<file path="config.mk">
export PLATFORM = sky130hd
export DESIGN_NAME = instr_stream_tx
export DESIGN_NICKNAME = d
export VERILOG_FILES = /design/src/rtl/instr_stream_tx.sv
export SDC_FILE = /design/constraint.sdc
export NUM_CORES = 1
export LEC_CHECK = 0
export ABC_AREA = 1
export CAP_MARGIN = 20
export CORE_UTILIZATION = 30
export DETAILED_ROUTE_END_ITERATION = 8
export PLACE_DENSITY = 0.57
export SLEW_MARGIN = 20
export SYNTH_ARGS = -nofsm -noshare
export SYNTH_HDL_FRONTEND = slang
export SYNTH_SLANG_ARGS = --single-unit
</file>
<file path="constraint.sdc">
create_clock -name i_clk -period 6.6 [get_ports i_clk]
set_input_delay 1.98 -clock i_clk [delete_from_list [all_inputs] [get_ports i_clk]]
set_output_delay 1.98 -clock i_clk [all_outputs]
set_load 0.02 [all_outputs]
</file>
<file path="src/rtl/instr_stream_tx.sv">
// Instruction streamer: fetches LEN words from instruction memory starting at BASE,
// buffers them in a small prefetch FIFO and presents them on a valid/ready link.
module instr_stream_tx #(
  parameter int INSTR_W = 32,
  parameter int ADDR_W  = 12,
  parameter int FIFO_D  = 4
) (
  input  logic               i_clk,
  input  logic               i_rst_n,
  input  logic               i_start,
  input  logic [ADDR_W-1:0]  i_base_addr,
  input  logic [ADDR_W-1:0]  i_len,
  output logic               o_busy,
  output logic               o_done,
  output logic               o_err_len0,
  output logic               o_mem_rd_en,
  output logic [ADDR_W-1:0]  o_mem_rd_addr,
  input  logic [INSTR_W-1:0] i_mem_rd_data,
  output logic               o_instr_valid,
  output logic [INSTR_W-1:0] o_instr_data,
  input  logic               i_instr_ready
);

  localparam int PTR_W = $clog2(FIFO_D);
  localparam int CNT_W = PTR_W + 1;
  localparam int LEN_W = ADDR_W + 1;

  typedef enum logic [1:0] {IDLE, FETCH, DRAIN} state_t;

  state_t             r_state;
  logic [ADDR_W-1:0]  r_base;
  logic [LEN_W-1:0]   r_len;
  logic [LEN_W-1:0]   r_issued;
  logic [LEN_W-1:0]   r_sent;
  logic               r_data_valid;
  logic [INSTR_W-1:0] r_fifo [FIFO_D];
  logic [PTR_W-1:0]   r_wptr;
  logic [PTR_W-1:0]   r_rptr;
  logic [CNT_W-1:0]   r_count;

  logic               w_push;
  logic               w_pop;
  logic [CNT_W-1:0]   w_count_next;
  logic [CNT_W:0]     w_occupancy;
  logic               w_room;
  logic [LEN_W-1:0]   w_sent_next;
  logic [LEN_W-1:0]   w_issued_next;
  logic               w_issue_more;

  assign w_push        = r_data_valid;
  assign o_instr_valid = (r_count != '0);
  assign o_instr_data  = r_fifo[r_rptr];
  assign w_pop         = o_instr_valid & i_instr_ready;

  always_comb begin
    w_count_next = r_count;
    if (w_push && !w_pop)
      w_count_next = r_count + CNT_W'(1);
    else if (w_pop && !w_push)
      w_count_next = r_count - CNT_W'(1);
  end

  // Credit counts the post-edge FIFO fill plus the read whose data returns next cycle.
  assign w_occupancy   = {1'b0, w_count_next} + {{CNT_W{1'b0}}, o_mem_rd_en};
  assign w_room        = (w_occupancy < (CNT_W+1)'(FIFO_D));
  assign w_sent_next   = r_sent + {{ADDR_W{1'b0}}, w_pop};
  assign w_issued_next = r_issued + LEN_W'(1);
  assign w_issue_more  = (r_issued < r_len) && w_room;

  always_ff @(posedge i_clk or negedge i_rst_n) begin
    if (!i_rst_n) begin
      for (int i = 0; i < FIFO_D; i++)
        r_fifo[i] <= '0;
      r_wptr       <= '0;
      r_rptr       <= '0;
      r_count      <= '0;
      r_data_valid <= 1'b0;
    end else begin
      r_data_valid <= o_mem_rd_en;
      if (w_push) begin
        r_fifo[r_wptr] <= i_mem_rd_data;
        r_wptr         <= r_wptr + PTR_W'(1);
      end
      if (w_pop)
        r_rptr <= r_rptr + PTR_W'(1);
      r_count <= w_count_next;
    end
  end

  always_ff @(posedge i_clk or negedge i_rst_n) begin
    if (!i_rst_n) begin
      r_state       <= IDLE;
      r_base        <= '0;
      r_len         <= '0;
      r_issued      <= '0;
      r_sent        <= '0;
      o_busy        <= 1'b0;
      o_done        <= 1'b0;
      o_err_len0    <= 1'b0;
      o_mem_rd_en   <= 1'b0;
      o_mem_rd_addr <= '0;
    end else begin
      o_done      <= 1'b0;
      o_err_len0  <= 1'b0;
      o_mem_rd_en <= 1'b0;
      r_sent      <= w_sent_next;
      case (r_state)
        IDLE: begin
          if (i_start) begin
            if (i_len == '0) begin
              o_err_len0 <= 1'b1;
            end else begin
              // The first read goes out together with the start acceptance.
              r_base        <= i_base_addr;
              r_len         <= {1'b0, i_len};
              r_issued      <= LEN_W'(1);
              r_sent        <= '0;
              o_busy        <= 1'b1;
              o_mem_rd_en   <= 1'b1;
              o_mem_rd_addr <= i_base_addr;
              r_state       <= (i_len == ADDR_W'(1)) ? DRAIN : FETCH;
            end
          end
        end
        FETCH: begin
          if (w_issue_more) begin
            o_mem_rd_en   <= 1'b1;
            o_mem_rd_addr <= r_base + r_issued[ADDR_W-1:0];
            r_issued      <= w_issued_next;
            if (w_issued_next == r_len)
              r_state <= DRAIN;
          end
        end
        DRAIN: begin
          if (w_sent_next == r_len) begin
            o_done  <= 1'b1;
            o_busy  <= 1'b0;
            r_state <= IDLE;
          end
        end
        default: r_state <= IDLE;
      endcase
    end
  end

endmodule

</file>
==> results.py <==
metrics = {
    "timing": {
        "rsz0062_at_grt": "false",
        "setup_tns_ps": 0,
        "fin_hold_ws_ps": 479,
        "max_freq_mhz": 210,
        "setup_viol": 0,
        "worst_slew_pin_slew_ps": 938,
        "fin_crit_sh": 0.722,
        "finalClockSkew_ps": 7.03,
        "finalMaxSlewViolations": 0,
        "max_slew_margin": 0.375,
        "finalHoldViolations": 0,
        "min_period_ps": 4770,
        "layout_setup_ws_ps": 1830,
    },
    "clock_network": {
        "cts_resized": 0,
        "numCtsBuffers": 24,
        "ctsHoldBuffers": 0,
        "postCtsSetupRepairBufs": 0,
        "cts_tree": "done",
        "clkLatencyLatePin_ps": 520,
        "h-tree-depth": 1,
        "cts_root_buffer": "clkbuf_16",
        "cts.sinks": 204,
        "clock_path_buffers": 3,
        "clkTransAtPathRegs_ps": 60,
    },
    "place": {
        "place_hpwl_um": 18600,
        "place_congestion": 0.823,
        "placedInstanceArea_um2": 12000,
        "place_ws_ps": 2040,
        "numPortBuffers": 108,
    },
    "synth": {
        "synth.area.top_cells": "dfrtp_1, nand2_1, o21ai_0, nor2_1, ha_1",
        "yosysUniqueCellTypes": 42,
        "synthAdderAreaFrac": 0.0412,
        "ys.flop_type": "dfrtp_1",
        "yosys.area_share.simple": 0.230,
        "synth_compound_area_frac": 0.156,
        "synthTopCellsByCount": "nand2_1, o21ai_0, dfrtp_1",
        "syn_nets": 1403,
        "post_synth.cell_area_avg_um2": 8.02,
        "synth-edff-count": 0,
        "synth-xor-area-share": 0.0200,
        "syn_inst": 1309,
        "yosys.area.top_type": "dfrtp_1",
        "synth_warnings": 0,
        "synth_top_family_by_area": "simple AND/OR/NAND/NOR gates",
        "ys_ff_latch": 204,
        "async_reset_ff_frac": 1.00,
        "ys_seq_area_frac": 0.486,
        "yosysMostFrequentCell": "nand2_1",
        "synth_area_um2": 10500,
        "yosys-mux-area-fraction": 0,
        "synth_top_area_share": 0.486,
    },
    "power_and_ir_drop": {
        "pwr-share-comb": 0.485,
        "power_frac_seq": 0.320,
        "p_sw_frac": 0.431,
        "ir_drop_v": 0.000270,
        "powerDensity_nw_per_um2": 550,
        "finalPower_w": 0.00704,
        "intPower_w": 0.00401,
        "p_leak_nw": 6.06,
        "p_switching_w": 0.00303,
        "power_frac_clock": 0.195,
    },
    "job": {
        "max_cap_viol_count": 0,
    },
    "final_layout": {
        "num-nets-final": 1489,
        "drive_gt1_frac": 0.0729,
        "area_growth_pct": 22.0,
        "stdcell_area_um2": 12800,
        "nFillCells": 3553,
        "n_antenna_cell": 0,
    },
    "drt": {
        "first_iter_violations": 698,
        "vias": 8963,
        "drt-pass1-iter-count": 7,
        "wl_um": 28100,
        "postRouteAntennaNets": 0,
        "via_per_inst": 4.80,
        "drc": 0,
        "post_drt_wl_per_cell_um": 15.1,
    },
    "setup_path": {
        "path_delay_family": "buffers and inverters",
        "cpMaxStageDelayCell": "clkdlybuf4s50_1",
        "crit_chain": "inv_2, buf_4, o21ai_0, o22ai_1, clkdlybuf4s50_1",
        "max_stage_delay_ps": 650,
        "cp.required_ps": 4620,
        "cp.arrival_ps": 2790,
        "cp.buffers_inverters": 3,
        "end_kind": "primary output",
        "crit_path_start_kind": "flip-flop",
        "critPathKind": "reg -> out",
        "worst-path-max-fanout": 38,
    },
    "global_route": {
        "antenna_found_initial": 0,
        "grt_pass1_vias": 8942,
        "track_usage": 0.160,
        "grt-ovfl-total": 0,
        "grt_max_degree": 113,
        "grt_pass1_wl_um": 46700,
    },
    "floorplanning": {
        "io_pins": 109,
        "placementRows": 68,
        "initial_core_util": 0.305,
        "die_h_um": 189,
        "core_area_um2": 34500,
        "dieWidth_um": 189,
        "die_area_um2": 35700,
    },
    "min_path": {
        "hold_class": "reg -> reg",
    },
    "run_status": {
        "status": "finished, final reports clean",
    },
}
## worst reg2reg max path, delay by kind of cell (launching register included)
kind          cells  cell delay [ps]
buf+inv           2              160
flops             1              420
simple gates     15             1400
fa+ha+maj         3              760
## cell families (layout without fill, tap and decap cells)
kind of cell	after synthesis	in the layout
AO/OA/AOI/OAI	302	302
AND/OR/NAND/NOR	579	579
XOR/XNOR	20	20
adder cells (fa/ha/maj)	34	34
flip-flops	204	204
buffers and inverters	170	273
## layer usage
metal	vias up	share of wire	track usage
li1	4464	-	-
met1	4258	0.47	0.213
met2	198	0.47	0.275
met3	43	0.040	0.0221
met4	0	0.020	0.0385
met5	-	0	0
## sequential cells by signal, indices dropped and copies added (netlist names)
signal	cells
r_fifo	128
r_issued	13
r_sent	13
o_mem_rd_addr	12
r_base	12
r_len	12
r_count	3
r_rptr	2
r_state	2
r_wptr	2
o_busy	1
o_done	1
o_err_len0	1
o_mem_rd_en	1
r_data_valid	1
## area by class of cell
| cell class | count | area [µm²] | share of cell area |
|---|---|---|---|
| Clock buffer | 37 | 739 | 0.0578 |
| Sequential cell | 204 | 5110 | 0.399 |
| Inverter | 109 | 412 | 0.0322 |
| Clock inverter | 6 | 91.3 | 0.00713 |
| Multi-Input combinational cell | 935 | 4700 | 0.367 |
| Timing Repair Buffer | 121 | 1180 | 0.0923 |
| Tap cell | 455 | 569 | 0.0445 |
## path summary, 6_finish.rpt
path / startpoint / cells past startpoint / end / slack [ps]
worst max-delay path: r_rptr[0] / 5 / o_instr_data[6] / 1830
worst min-delay path: r_fifo[47] / 2 / r_fifo[47] / 480
worst max register to register: r_count[0] / 20 / r_state[1] / 3750
worst min register to register: r_fifo[47] / 2 / r_fifo[47] / 480
max in group asynchronous: i_rst_n / 2 / r_issued[11] / 3770
min in group asynchronous: i_rst_n / 1 / r_fifo[29] / 1570
## cell usage in the layout (no fill, tap or decap), types with 19 or more instances in the layout
master	n
a21oi_1	19
clkdlybuf4s50_1	107
o22ai_1	32
nand2_1	350
nor2_1	113
o21ai_0	228
dfrtp_1	203
ha_1	33
inv_1	105
nand3_1	68
clkbuf_16	24
## stage by stage
step,utilization,std cells
after global placement,0.347,1824
after global routing,0.372,1867
after detailed placement,0.347,1824
after floorplan,-,1309
after CTS,0.372,1867
final,0.372,1867
## power groups by stage
stage,Combinational (W),Sequential (W),Clock [W]
floorplan,0.00239,0.00218,0
global placement,0.00340,0.00226,0
detailed placement,0.00344,0.00227,0
CTS,0.00346,0.00225,0.00141
global route,0.00385,0.00233,0.00147
finish,0.00341,0.00225,0.00137
(Power assumes the default switching activity.)
